`src/rtl/positaccum_feeder_if.sv`:
```
// Term stream and sum handshake bundle for positaccum_feeder.
// slave  : the feeder (consumes terms, produces sums)
// master : the producer/consumer on the other side
interface positaccum_feeder_if;
  logic [31:0] in_data;
  logic        in_valid;
  logic        in_last;
  logic        in_ready;
  logic [31:0] sum;
  logic        sum_inf;
  logic        sum_zero;
  logic        sum_valid;
  logic        sum_ready;

  modport master (
    output in_data, in_valid, in_last, sum_ready,
    input  in_ready, sum, sum_inf, sum_zero, sum_valid
  );

  modport slave (
    input  in_data, in_valid, in_last, sum_ready,
    output in_ready, sum, sum_inf, sum_zero, sum_valid
  );
endinterface

```
`src/rtl/positaccum_feeder.sv`:
```
// positaccum_feeder: sequences a stream of posit terms into a pipelined
// posit accumulator one term at a time, then presents the final sum.
// Each sum first holds acc_clear for LOOP_LATENCY cycles to flush the
// accumulator's feedback pipeline. All outputs are registered.
// Optional: define POSITACCUM_FEEDER_TIMEOUT_EN to add a WAIT watchdog that,
// after TIMEOUT cycles without acc_done, sets a sticky error and returns
// NaR (0x80000000, sum_inf=1) as the sum.
module positaccum_feeder #(
  parameter int LOOP_LATENCY = 16,
  parameter int TIMEOUT      = 64
) (
  input  logic                 clk,
  input  logic                 rst,
  positaccum_feeder_if.slave   io,
  output logic [31:0]          acc_in1,
  output logic                 acc_start,
  output logic                 acc_clear,
  input  logic [31:0]          acc_result,
  input  logic                 acc_inf,
  input  logic                 acc_zero,
  input  logic                 acc_done,
  output logic [15:0]          count,
  output logic                 busy,
  output logic                 error
);

  localparam int CW = $clog2(LOOP_LATENCY + 1);

  typedef enum logic [2:0] {IDLE, CLEAR, ISSUE, WAIT, OUTPUT} state_t;

  state_t        state, state_n;
  logic [CW-1:0] clr_cnt;
  logic          last;
  logic          accept;
  logic          capture;
  logic          tmo;
  logic          wd_hit;

`ifdef POSITACCUM_FEEDER_TIMEOUT_EN
  localparam int TW = $clog2(TIMEOUT + 1);
  logic [TW-1:0] wd_cnt;

  assign wd_hit = (wd_cnt == TW'(TIMEOUT - 1));

  // Watchdog: restarts on every issued term, counts WAIT cycles.
  always_ff @(posedge clk or posedge rst) begin
    if (rst)                          wd_cnt <= '0;
    else if (accept)                  wd_cnt <= '0;
    else if (state == WAIT && !wd_hit) wd_cnt <= wd_cnt + 1'b1;
  end

  // Sticky error until reset.
  always_ff @(posedge clk or posedge rst) begin
    if (rst)      error <= 1'b0;
    else if (tmo) error <= 1'b1;
  end
`else
  assign wd_hit = 1'b0;
  assign error  = 1'b0;
`endif

  // State register.
  always_ff @(posedge clk or posedge rst) begin
    if (rst) state <= IDLE;
    else     state <= state_n;
  end

  // Next-state logic and the single-cycle events that steer the datapath.
  always_comb begin
    state_n = state;
    accept  = 1'b0;
    capture = 1'b0;
    tmo     = 1'b0;
    case (state)
      IDLE:   if (io.in_valid) state_n = CLEAR;
      CLEAR:  if (clr_cnt <= CW'(1)) state_n = ISSUE;
      ISSUE:  if (io.in_valid && io.in_ready) begin
                accept  = 1'b1;
                state_n = WAIT;
              end
      WAIT:   if (acc_done) begin
                if (last) begin
                  capture = 1'b1;
                  state_n = OUTPUT;
                end else begin
                  state_n = ISSUE;
                end
              end else if (wd_hit) begin
                tmo     = 1'b1;
                state_n = OUTPUT;
              end
      OUTPUT: if (io.sum_valid && io.sum_ready) state_n = IDLE;
      default: state_n = IDLE;
    endcase
  end

  // Registered outputs: status flags follow the next state so they line up
  // with the state they describe; data registers load on accept/capture.
  always_ff @(posedge clk or posedge rst) begin
    if (rst) begin
      io.in_ready  <= 1'b0;
      io.sum_valid <= 1'b0;
      io.sum       <= '0;
      io.sum_inf   <= 1'b0;
      io.sum_zero  <= 1'b1;
      acc_in1      <= '0;
      acc_start    <= 1'b0;
      acc_clear    <= 1'b0;
      busy         <= 1'b0;
      count        <= '0;
      clr_cnt      <= '0;
      last         <= 1'b0;
    end else begin
      io.in_ready  <= (state_n == ISSUE);
      io.sum_valid <= (state_n == OUTPUT);
      acc_clear    <= (state_n == CLEAR);
      acc_start    <= accept;
      busy         <= (state_n != IDLE);

      if (state == IDLE && state_n == CLEAR) begin
        clr_cnt <= CW'(LOOP_LATENCY);
        count   <= '0;
      end else if (state == CLEAR) begin
        clr_cnt <= clr_cnt - 1'b1;
      end

      // acc_in1 then holds untouched until the next accept.
      if (accept) begin
        acc_in1 <= io.in_data;
        last    <= io.in_last;
        if (count != 16'hFFFF) count <= count + 16'd1;
      end

      if (capture) begin
        io.sum      <= acc_result;
        io.sum_inf  <= acc_inf;
        io.sum_zero <= acc_zero;
      end else if (tmo) begin
        io.sum      <= 32'h8000_0000;
        io.sum_inf  <= 1'b1;
        io.sum_zero <= 1'b0;
      end
    end
  end

endmodule
```
`src/flat_wrapper.sv`:
```
// flat-port wrapper written by rule: the top's interface ports become plain ports
module positaccum_feeder_flat 
#(
  parameter int LOOP_LATENCY = 16,
  parameter int TIMEOUT      = 64
)
  (clk, rst, acc_in1, acc_start, acc_clear, acc_result, acc_inf, acc_zero, acc_done, count, busy, error, io_in_data, io_in_valid, io_in_last, io_sum_ready, io_in_ready, io_sum, io_sum_inf, io_sum_zero, io_sum_valid);
  positaccum_feeder_if io_i ();
  input  logic clk;
  input  logic rst;
  output logic [31:0] acc_in1;
  output logic acc_start;
  output logic acc_clear;
  input  logic [31:0] acc_result;
  input  logic acc_inf;
  input  logic acc_zero;
  input  logic acc_done;
  output logic [15:0] count;
  output logic busy;
  output logic error;
  input wire logic [$bits(io_i.in_data)-1:0] io_in_data;
  input wire logic [$bits(io_i.in_valid)-1:0] io_in_valid;
  input wire logic [$bits(io_i.in_last)-1:0] io_in_last;
  input wire logic [$bits(io_i.sum_ready)-1:0] io_sum_ready;
  output wire logic [$bits(io_i.in_ready)-1:0] io_in_ready;
  output wire logic [$bits(io_i.sum)-1:0] io_sum;
  output wire logic [$bits(io_i.sum_inf)-1:0] io_sum_inf;
  output wire logic [$bits(io_i.sum_zero)-1:0] io_sum_zero;
  output wire logic [$bits(io_i.sum_valid)-1:0] io_sum_valid;
  assign io_i.in_data = io_in_data;
  assign io_i.in_valid = io_in_valid;
  assign io_i.in_last = io_in_last;
  assign io_i.sum_ready = io_sum_ready;
  assign io_in_ready = io_i.in_ready;
  assign io_sum = io_i.sum;
  assign io_sum_inf = io_i.sum_inf;
  assign io_sum_zero = io_i.sum_zero;
  assign io_sum_valid = io_i.sum_valid;
  positaccum_feeder #(.LOOP_LATENCY(LOOP_LATENCY), .TIMEOUT(TIMEOUT)) u_core (.clk(clk), .rst(rst), .io(io_i), .acc_in1(acc_in1), .acc_start(acc_start), .acc_clear(acc_clear), .acc_result(acc_result), .acc_inf(acc_inf), .acc_zero(acc_zero), .acc_done(acc_done), .count(count), .busy(busy), .error(error));
endmodule
```
`config.mk`:
```
export PLATFORM = sky130hd
export DESIGN_NAME = positaccum_feeder_flat
export DESIGN_NICKNAME = d
export VERILOG_FILES = /design/src/rtl/positaccum_feeder_if.sv /design/src/rtl/positaccum_feeder.sv /design/src/flat_wrapper.sv
export SDC_FILE = /design/constraint.sdc
export NUM_CORES = 1
export LEC_CHECK = 0
export BUFFER_PORTS_ARGS = -buffer_cell sky130_fd_sc_hd__clkbuf_2
export CAP_MARGIN = 20
export CELL_PAD_IN_SITES_DETAIL_PLACEMENT = 1
export CELL_PAD_IN_SITES_GLOBAL_PLACEMENT = 1
export CORE_ASPECT_RATIO = 0.75
export CORE_MARGIN = 4
export CORE_UTILIZATION = 37
export DETAILED_ROUTE_END_ITERATION = 16
export PLACE_DENSITY = 0.83
export SYNTH_ARGS = -nofsm -noshare
export SYNTH_HDL_FRONTEND = slang
export SYNTH_SLANG_ARGS = --single-unit
```
`constraint.sdc`:
```
create_clock -name clk -period 3.49 [get_ports clk]
set_input_delay 0.349 -clock clk [delete_from_list [all_inputs] [get_ports clk]]
set_output_delay 0.349 -clock clk [all_outputs]
set_load 0.02 [all_outputs]
```
## Word-level counts from Yosys, hierarchy flattened

Index checks and enable logic that the tools add are counted.

| storage, ports and cells | value |
|---|---|
| input port bits | 72 |
| memory bits (writable) | 0 |
| logic and storage cells | 50 |
| bits in latches | 0 |
| bits in read-only memories | 0 |
| register bits | 96 |
| output and inout port bits | 88 |
| memories kept | 0 |

| operators by class | value |
|---|---|
| muxes and demuxes | 20 |
| eq/ne operators | 8 |
| $mul | 0 |
| bitwise gates (word level) | 0 |
| reductions and logical operators | 6 |
| shift operators | 0 |
| divide/modulo/power cells | 0 |
| order comparisons | 1 |
| add/subtract/negate cells | 2 |

Operators by type and width:

| kind | number |
|---|---|
| 16-bit 2-to-1 mux | 3 |
| 32-bit 2-to-1 mux | 1 |
| 3-bit 2-to-1 mux | 6 |
| 16-bit by 1-bit adder with 16-bit output (second input constant) | 1 |
| 16-bit inequality test (second input constant) | 1 |
| 3-bit one-hot mux with 5 select lines | 1 |
| 5-bit 2-to-1 mux | 2 |
| 3-bit by 2-bit == test with 1-bit output (second input constant) | 3 |
| 1-bit 2-to-1 mux | 7 |
| 3-bit by 1-bit == test with 1-bit output (second input constant) | 2 |
| 3-bit == test (second input constant) | 2 |
| 5-bit by 1-bit <= comparator with 1-bit output (second input constant) | 1 |
| 5-bit by 1-bit subtractor with 5-bit output (second input constant) | 1 |
| 1-bit logical AND | 3 |
| 3-bit logical NOT | 1 |
| 3-bit nonzero test | 1 |
| 2-bit nonzero test | 1 |

## Longest topological paths before layout

Gate-level depths: netlist of run 1.

| logic depth | value |
|---|---|
| depth after elaboration | 8 |
| gate-level depth with buffers | 7 |
| gate-level depth less buffers | 6 |

## Least setup slack after synthesis of run 1

No wires, ideal clock.

| timing path | value |
|---|---|
| kind | register -> register |
| start | reg u_core.count[0] |
| end | reg u_core.count[5] |
| period minus slack after synthesis | 2.022 ns |
| arrival time | 1.896 ns |
| buffers on the path | 0 |
| setup slack | 1.468 ns |
| library setup time | 0.126 ns |
| stages on the path, launching flop included | 6 |
| data required time | 3.364 ns |
| cells stage by stage | dfrtp_1 -> ha_1 -> nand4_1 -> or4_4 -> and4_1 -> a221o_1 |

| on the way | value |
|---|---|
| cells in the longest elaborated chain, start to end | 3 |
| elaborated cells on any way between the ends | 4 |
| those cells by class | 1 x add/sub; 1 x eq/ne; 2 x mux |

RTL lines:

| item | RTL line | text |
|---|---|---|
| start: declaration | positaccum_feeder.sv:22 | `output logic [15:0] count,` |
| start signal: assignment | positaccum_feeder.sv:131 | `if (count != 16'hFFFF) count <= count + 16'd1;` |
| 16-bit by 1-bit adder with 16-bit output or 16-bit inequality test (tied branches) | positaccum_feeder.sv:131 |  |
| 16-bit 2-to-1 mux (*) | positaccum_feeder.sv:131 |  |
| 16-bit 2-to-1 mux (*) | positaccum_feeder.sv:128 | `if (accept) begin` |

Every way passes the cells marked *; elsewhere a longest branch is shown, timed or not.
A chain may end at the register's enable or synchronous reset.

## Worst setup path after layout of run 1

Same ends and word-level chain as after synthesis.

==> impl_metrics.ini, run 1 <==
[drt]
drt-initial-drc-count = 134
routed_wl_um = 11290
vias_per_cell = 4.984
vias = 3379
post_drt_wl_per_cell_um = 16.66
route.detailed.drc = 0
ant_nets = 0
firstDrtPassIters = 4

[timing]
hold_viol = 0
timing.final.crit_share_pct = 66.09
final-setup-viol-count = 0
fmax_mhz = 433.5
max_slew_margin_pct = 53.78
tns_ns = 0
min_period_ns = 2.307
fin_skew_ns = 0.01124
tightest_slew_ns = 0.6926
rsz0062_at_grt = false
slew_violations = 0

[yosys]
synth_area_leader_cell = dfrtp_1
synth_edf_count = 0
seq_area_frac_synth_pct = 58.19
yosys.area.top_type_share_pct = 57.56
ys_types = 52
synth_ff_type = dfrtp_1
ys_seq_elements = 96
syn-instance-count = 377
async_flop_share_pct = 100.0
synthTopCellsByArea = dfrtp_1 58%, nand2_1 10%, mux2_2 8.7%
synth_nets = 452
synth.cell_area_um2 = 4130
syn_avg_cell_area_um2 = 10.96
ys.warnings.count = 0

[clock_tree]
post_cts_resized = 0
clk_pin_slew_ns = 0.07
clock_latency_ns = 0.34
cts_hold_buffers = 0
cts_setup_buffers = 0
cts_buffer_depth = 2
numCtsBuffers = 9
cts-root-buf = clkbuf_16
cts_sinks = 96
htreeDepth = 3
cts_tree = done

[floorplanning]
row_count = 33
die_area_um2 = 12940
dieWidth_um = 130
core_area_um2 = 10900
start_util_pct = 37.89
die_y_um = 99.50
ios = 160

[final_layout]
layout_common_cells = 158 x clkbuf_2, 115 x nand2_1, 95 x dfrtp_1
area_delta_synth_final_pct = 30.14
fin_nets = 608
diodes = 0
utilization_pct = 49.31
drive_above_1_share_pct = 40.71
fillCellCount = 1266
mostFrequentLayoutCell = clkbuf_2

[worst_setup_path]
crit_buf_inv = 0
critPathRequiredTime_ns = 3.76
worstSetupPathDepth = 5
startpoint_type = flip-flop
crit_family = simple AND/OR/NAND/NOR gates
rr_worst_depth = 5
cpPeakStageDelay_ns = 0.60
arrival_ns = 2.58
slowest_stage = or4_4
reg2reg_to = u_core.count[5]
crit_chain = ha_1, nand4_1, or4_4, a21oi_2, a221o_1
crit_fanout = 11
critPathCaptureType = flip-flop
worstSetupPathType = flip-flop to flip-flop
r2r-start = u_core.count[0]
r2r_slack_ns = 1.18

[global_routing]
antenna_found_initial = 0
grt_pass1_wl_um = 18680
grtUsageTotal_pct = 18.18
grt_pass1_vias = 3639
grt_overflow = 0
grt_max_degree = 45

[flow_run]
max-cap-violations = 0

[power]
ir_drop_mv = 0.3682
power_frac_clock_pct = 24.2
p_int_w = 0.002890
seq_power_share_pct = 40.0
switching_share_pct = 37.71
combPwrFrac_pct = 35.9
p_per_area_nw_per_um2 = 863.2
power_switching_w = 0.001750
p_leak_nw = 2.887

[worst_hold_path]
hold_path_class = input pin to asynchronous set/reset pin

[placed_design]
port_buffers = 158
hpwl_um = 8291
gp_congestion = 0.8464

[outcome]
outcome = completed
## cell usage after synthesis, types with 3 or more instances
cell,instances
o21ai_0,6
a221o_1,5
nand3_1,7
a211o_1,4
nand2_1,115
nor2_1,7
and4_1,6
mux2_1,3
ha_1,3
nor4_1,6
dfrtp_1,95
clkbuf_1,4
a31oi_1,3
buf_2,11
and2_1,6
nand4_1,6
inv_1,7
xnor2_1,4
nor3_1,7
mux2_2,32
## per-layer routing
metal	track usage [%]	vias up	part of all wire, %
met1	23.39	1672	43
met5	0	-	0
met2	30.14	94	49
met4	4.473	0	1.1
li1	-	1602	-
met3	5.582	11	6.6
## power by group through the flow
stage                     registers (W)  logic [W]  clock network [W]
after floorplan                 0.00232   0.000576                  0
after global placement          0.00185    0.00163                  0
after detailed placement        0.00187    0.00169                  0
after CTS                       0.00186    0.00170            0.00115
after global routing            0.00193    0.00181            0.00119
final                           0.00185    0.00166            0.00112
## layout make-up
cell class	count	area, um^2	share of cell area, %
Clock buffer	11	232.7	4.330
Inverter	7	28.78	0.5354
Multi-Input combinational cell	256	1600	29.77
Tap cell	140	175.2	3.259
Sequential cell	96	2404	44.72
Clock inverter	5	106.4	1.979
Timing Repair Buffer	163	828.3	15.41
## worst reg2reg max path: cells and delay by family, from the launching register on
kind / cells / cell delay, ns
AND/OR/NAND/NOR: 2 / 0.76
AO/OA/AOI/OAI: 2 / 0.76
adder cells (fa/ha/maj): 1 / 0.28
flip-flops: 1 / 0.45
## worst max-delay path by stage
| stage | slack [ns] | startpoint | end |
|---|---|---|---|
| after floorplan | 0.64 | rst | u_core.acc_clear |
| after global placement | 1.28 | io_in_valid | u_core.count[5] |
| after detailed placement | 1.21 | u_core.count[0] | u_core.count[7] |
| after CTS | 1.16 | u_core.count[0] | u_core.count[5] |
| after global routing | 0.98 | u_core.state[0] | u_core.count[5] |
| final | 1.18 | u_core.count[0] | u_core.count[5] |
## metrics by stage
stage          instance area [um^2]  setup slack [ns]  cells  hold WS, ns  power [W]
2_1_floorplan                  4130            0.6373    377       0.4463   0.002900
3_3_place_gp                   5036             1.281    662       0.4238   0.003480
3_5_place_dp                   5036             1.209    662       0.4495   0.003564
4_1_cts                        5375             1.159    678      0.07805   0.004717
5_1_grt                        5375            0.9815    678       0.1125   0.004930
6_report                       5375             1.183    678      0.07105   0.004640
## logic make-up after synthesis
group                    share of synthesized area, %
AO/OA/AOI/OAI                                   6.211
XOR/XNOR                                        1.272
adder cells (fa/ha/maj)                        0.9089
buffers and inverters                           3.060
flip-flops                                      58.19
multiplexers                                    10.03
other                                         0.09079
AND/OR/NAND/NOR                                 20.24
## flip-flops by register name, summed over array words and instances (netlist names)
signal               count
u_core.state             3
u_core.acc_in1          32
u_core.busy              1
u_core.io.sum           32
u_core.acc_clear         1
u_core.acc_start         1
u_core.io.in_ready       1
u_core.clr_cnt           5
u_core.count            16
u_core.last              1
u_core.io.sum_valid      1
u_core.io.sum_inf        1
u_core.io.sum_zero       1
No activity file was read; power rests on OpenSTA's default activity.
==> run 2: changes to the inputs <==
--- a/config.mk
+++ b/config.mk
@@ -11,9 +11,9 @@
 export CELL_PAD_IN_SITES_GLOBAL_PLACEMENT = 1
 export CORE_ASPECT_RATIO = 0.75
 export CORE_MARGIN = 4
-export CORE_UTILIZATION = 37
+export CORE_UTILIZATION = 33
 export DETAILED_ROUTE_END_ITERATION = 16
-export PLACE_DENSITY = 0.83
+export PLACE_DENSITY = 0.79
 export SYNTH_ARGS = -nofsm -noshare
 export SYNTH_HDL_FRONTEND = slang
 export SYNTH_SLANG_ARGS = --single-unit
==> constraint.sdc (replaced) <==
create_clock -name clk -period 2.09 [get_ports clk]
set_input_delay 0.209 -clock clk [delete_from_list [all_inputs] [get_ports clk]]
set_output_delay 0.209 -clock clk [all_outputs]
set_load 0.02 [all_outputs]
==> run 2 against run 1 <==
  * Final area is 2.2% higher
  * Sequential cell count unchanged
  * Wire length increased by 6.6%
  * Register-to-register slack worse by 1.1 ns
  * Cell count up 5.9%
  * Total power is 62% higher
  * Non-clock buffer count is 14 higher
  * Core utilization fell by 4.5 points
  * Hold slack worse by 0.014 ns
  * Global-route usage is 0.84 points lower
  * Combinational power up 70%
  * Count of clock-buffer cells in the layout unchanged
  * Critical path type unchanged
  * Critical endpoint is now u_core.count[11]
==> impl_metrics.ini, run 2 (synthesis results as in run 1) <==
[worst_setup_path]
crit_fanout = 6
startpoint_type = flip-flop
r2r_slack_ns = 0.12
crit_chain = ha_1, nand4_1, or4_4, and3_1, a211o_1
r2r-start = u_core.count[0]
critPathRequiredTime_ns = 2.31
slowest_stage = or4_4
cpPeakStageDelay_ns = 0.60
reg2reg_to = u_core.count[11]
cp-startpoint = u_core.count[0]
critPathCaptureType = flip-flop
arrival_ns = 2.19
rr_worst_depth = 5
worstSetupPathType = flip-flop to flip-flop

[floorplanning]
core_area_um2 = 12260
dieWidth_um = 137.2
ios = 160
die_area_um2 = 14390
row_count = 35
die_y_um = 104.9
start_util_pct = 33.68

[final_layout]
drive_above_1_share_pct = 42.39
layout_common_cells = 158 x clkbuf_2, 115 x nand2_1, 95 x dfrtp_1
reg_top3 = u_core.acc_in1: 32 flops, u_core.io.sum: 32 flops, u_core.count: 16 flops
mostFrequentLayoutCell = clkbuf_2
final_area_um2 = 5494
fin_nets = 622
diodes = 0
layout.cells.non_filler = 718
area_delta_synth_final_pct = 33.02

[clock_tree]
numCtsBuffers = 9
cts_sinks = 96
htreeDepth = 3
clock_latency_ns = 0.33
cts_hold_buffers = 1
cts-root-buf = clkbuf_16
cts_setup_buffers = 0
clk_pin_slew_ns = 0.07
cts_tree = done
cts_buffer_depth = 2
post_cts_resized = 0

[global_routing]
grt_overflow = 0
antenna_found_initial = 0
grt_pass1_wl_um = 19870
grtUsageTotal_pct = 17.34
grt_max_degree = 53
grt_pass1_vias = 3878

[timing]
tns_ns = 0
rsz0062_at_grt = false
final-setup-viol-count = 0
hold_viol = 0
tightest_slew_ns = 0.6028
min_period_ns = 1.973
max_slew_margin_pct = 59.72
fmax_mhz = 506.7
slew_violations = 0
timing.final.crit_share_pct = 94.42
fin_skew_ns = 0.005569

[placed_design]
placedCellCount = 701
port_buffers = 158
hpwl_um = 9047
placed_area_um2 = 5192
gp_congestion = 0.8085

[worst_hold_path]
hold_path_class = input pin to flip-flop
min-delay-start = io_in_data[25]
holdPathEnd = u_core.acc_in1[25]
whs_path_depth = 3

[drt]
firstDrtPassIters = 4
routed_wl_um = 12040
vias_per_cell = 4.900
vias = 3518
drt-initial-drc-count = 158
route.detailed.drc = 0
post_drt_wl_per_cell_um = 16.77
ant_nets = 0

[power]
ir_drop_mv = 0.6295
p_leak_nw = 2.945
p_per_area_nw_per_um2 = 1370

[outcome]
outcome = completed

[flow_run]
max-cap-violations = 0
[run 2: cell types whose count changed in the layout (fill, tap and decap cells not counted), sizes merged]
cell         change
inv              +1
clkinv           +1
buf             +13
bufinv           -3
clkinvlp         +1
dlygate4sd3      +1
[run 2: worst max-delay path by stage]
stage                             to  depth (start not counted)  slack (ns)
finish              u_core.count[11]                          5        0.12
global route         u_core.count[3]                          6        0.02
CTS                  u_core.count[5]                          5        0.11
detailed placement   u_core.count[5]                          5        0.16
global placement     u_core.count[5]                          5        0.23
floorplan            u_core.count[5]                          5        0.07
[run 2: worst max-delay path, delay by kind of cell (launching register included)]
| kind | cells | cell delay (ns) |
|---|---|---|
| AO/OA/AOI/OAI | 1 | 0.28 |
| adder cells (fa/ha/maj) | 1 | 0.24 |
| flip-flops | 1 | 0.35 |
| AND/OR/NAND/NOR | 3 | 0.98 |
[run 2: per-layer routing]
metal / share of wire, % / GRT usage, %
met1: 41 / 22.01
met2: 50 / 28.87
met3: 6.6 / 4.668
met4: 1.6 / 5.199
met5: 0 / 0
[run 2: where the power goes]
group	internal (W)	total (W)	switching [W]
Clock	0.000881	0.00160	0.000716
Sequential	0.00262	0.00310	0.000480
Combinational	0.00106	0.00283	0.00177
[run 2: stage by stage]
step | util (%) | setup WS (ns) | hold WS [ns] | total power (W)
detailed placement | 42.35 | 0.1595 | 0.2561 | 0.006012
global placement | 42.35 | 0.2302 | 0.2446 | 0.005838
finish | 44.81 | 0.1166 | 0.05712 | 0.007526
floorplan | - | 0.06771 | 0.3144 | 0.004843
global route | 44.81 | 0.02222 | 0.05149 | 0.008011
CTS | 44.81 | 0.1110 | 0.04050 | 0.007654
[run 2: area by class of cell]
| cell class | count | area, um^2 |
|---|---|---|
| sequential | 96 | 2404 |
| fill | 1444 | 6768 |
| clock inverter | 5 | 38.79 |
| tap | 166 | 207.7 |
| multi-input combinational | 256 | 1600 |
| timing repair buffer | 177 | 960.9 |
| clock buffer | 11 | 252.7 |
| inverter | 7 | 30.03 |
==> run 3: changes to the inputs <==
--- a/config.mk
+++ b/config.mk
@@ -9,7 +9,7 @@
 export CAP_MARGIN = 20
 export CELL_PAD_IN_SITES_DETAIL_PLACEMENT = 1
 export CELL_PAD_IN_SITES_GLOBAL_PLACEMENT = 1
-export CORE_ASPECT_RATIO = 0.75
+export CORE_ASPECT_RATIO = 1.75
 export CORE_MARGIN = 4
 export CORE_UTILIZATION = 33
 export DETAILED_ROUTE_END_ITERATION = 16
==> run 3 against run 2 <==
  * Fmax grew 1.9%
  * Sequential cell count is the same
  * First-iteration DRC count decreased by 23%
  * Sequential share of layout area decreased by 0.39 points
  * Via count decreased by 0.51%
  * Register-to-register slack improved by 0.04 ns
  * Sequential power barely moved
  * Die area increased by 0.36%
  * Non-clock buffer count grew 4
  * Critical path depth up 1
  * Clock skew increased by 0.0031 ns
  * Highest routed layer unchanged
==> impl_metrics.ini, run 3 (synthesis results as in run 1) <==
[worst_hold_path]
hold_path_class = input pin to flip-flop
whs_path_depth = 3

[worst_setup_path]
crit_buf_inv = 1
crit_family = simple AND/OR/NAND/NOR gates
crit_chain = ha_1, nand4_1, or4_4, a21oi_2, buf_4, mux2_1
critPathRequiredTime_ns = 2.37
critPathCaptureType = flip-flop
worstSetupPathType = flip-flop to flip-flop
rr_worst_depth = 6
arrival_ns = 2.21
worstSetupPathDepth = 6
crit_fanout = 7
startpoint_type = flip-flop
cpPeakStageDelay_ns = 0.59
slowest_stage = or4_4

[floorplanning]
dieWidth_um = 92.57
die_area_um2 = 14440
start_util_pct = 34.03
row_count = 53
ios = 160
core_area_um2 = 12140
die_y_um = 156.0

[placed_design]
hpwl_um = 9721
gp_congestion = 0.9300
post-place-ws_ns = 0.1684
placedCellCount = 704
port_buffers = 158

[clock_tree]
cts_setup_buffers = 0
htreeDepth = 3
post_cts_resized = 0
cts_sinks = 96
cts-root-buf = clkbuf_16
clock_latency_ns = 0.35
clk_pin_slew_ns = 0.08
cts_hold_buffers = 1
cts_buffer_depth = 2
cts_tree = done
numCtsBuffers = 9

[drt]
vias = 3500
drt-initial-drc-count = 121
ant_nets = 0
firstDrtPassIters = 6
vias_per_cell = 4.854
post_drt_wl_per_cell_um = 17.27
routed_wl_um = 12450
route.detailed.drc = 0

[timing]
tightest_slew_ns = 0.6916
final-setup-viol-count = 0
max_slew_margin_pct = 53.79
slew_violations = 0
fmax_mhz = 516.5
fin_skew_ns = 0.008648
fin_ws_ns = 0.1541
tns_ns = 0
rsz0062_at_grt = false
min_period_ns = 1.936
hold_viol = 0
timing.final.crit_share_pct = 92.63

[global_routing]
grt_overflow = 0
grt_max_degree = 44
grt_pass1_wl_um = 20020
grtUsageTotal_pct = 17.75
antenna_found_initial = 0
grt_pass1_vias = 3826

[final_layout]
mostFrequentLayoutCell = clkbuf_2
layout.cells.non_filler = 721
fin_nets = 626
drive_above_1_share_pct = 42.81
diodes = 0
utilization_pct = 45.69
layout_common_cells = 158 x clkbuf_2, 115 x nand2_1, 95 x dfrtp_1
area_delta_synth_final_pct = 34.23
fillCellCount = 1427
reg_top3 = u_core.acc_in1: 32 flops, u_core.io.sum: 32 flops, u_core.count: 16 flops

[power]
p_leak_nw = 2.972
p_per_area_nw_per_um2 = 1373
ir_drop_mv = 0.6311

[outcome]
outcome = completed

[flow_run]
max-cap-violations = 0
[run 3: final cells by class]
cell class              count  area, um^2  share of cell area (%)
flip-flops and latches     96        2404                   43.35
inverters                   7       30.03                  0.5416
multi-input cells         256        1600                   28.86
clock buffers               9       225.2                   4.062
repair buffers            181        1003                   18.10
clock inverters             7       75.07                   1.354
well taps                 165       206.4                   3.724
[run 3: layer usage]
metal  global-route usage, %  vias up  wire [um]
met5                       0        -          0
met4                   8.930        0        483
met3                   3.475       29        548
met2                   33.31      117       7014
met1                   18.42     1715       4403
li1                        -     1639          -
[run 3: power breakdown]
group	total, W	switching, W	internal, W
clock	0.00163	0.000790	0.000843
sequential	0.00307	0.000450	0.00262
combinational	0.00291	0.00183	0.00108
total	0.00761	0.00307	0.00454
[run 3: worst paths after layout]
kind                                   start                  to  slack, ns
max in group asynchronous                rst  u_core.io.sum_zero       0.92
max reg2reg                  u_core.count[1]     u_core.count[0]       0.15
max                          u_core.count[1]     u_core.count[0]       0.15
min reg2reg                u_core.acc_in1[4]   u_core.acc_in1[4]       0.48
min in group asynchronous                rst   u_core.io.sum[19]       0.50
min                            io_in_data[3]   u_core.acc_in1[3]       0.05
[run 3: worst reg2reg max path, delay by kind of cell (launching register included)]
| family | cells | cell delay, ns |
|---|---|---|
| adders and majority gates | 1 | 0.23 |
| muxes | 1 | 0.15 |
| buffers and inverters | 1 | 0.19 |
| and+or+nand+nor | 2 | 0.74 |
| AOI/OAI and AO/OA | 1 | 0.20 |
| DFF | 1 | 0.36 |
[run 3: stage by stage]
stage | hold WS, ns | instance area (um^2) | total power (W)
2_1_floorplan | 0.3144 | 4134 | 0.004843
3_3_place_gp | 0.3107 | 5234 | 0.005902
3_5_place_dp | 0.3251 | 5234 | 0.006065
4_1_cts | 0.04141 | 5544 | 0.007735
5_1_grt | 0.04878 | 5544 | 0.008096
6_report | 0.04888 | 5544 | 0.007611
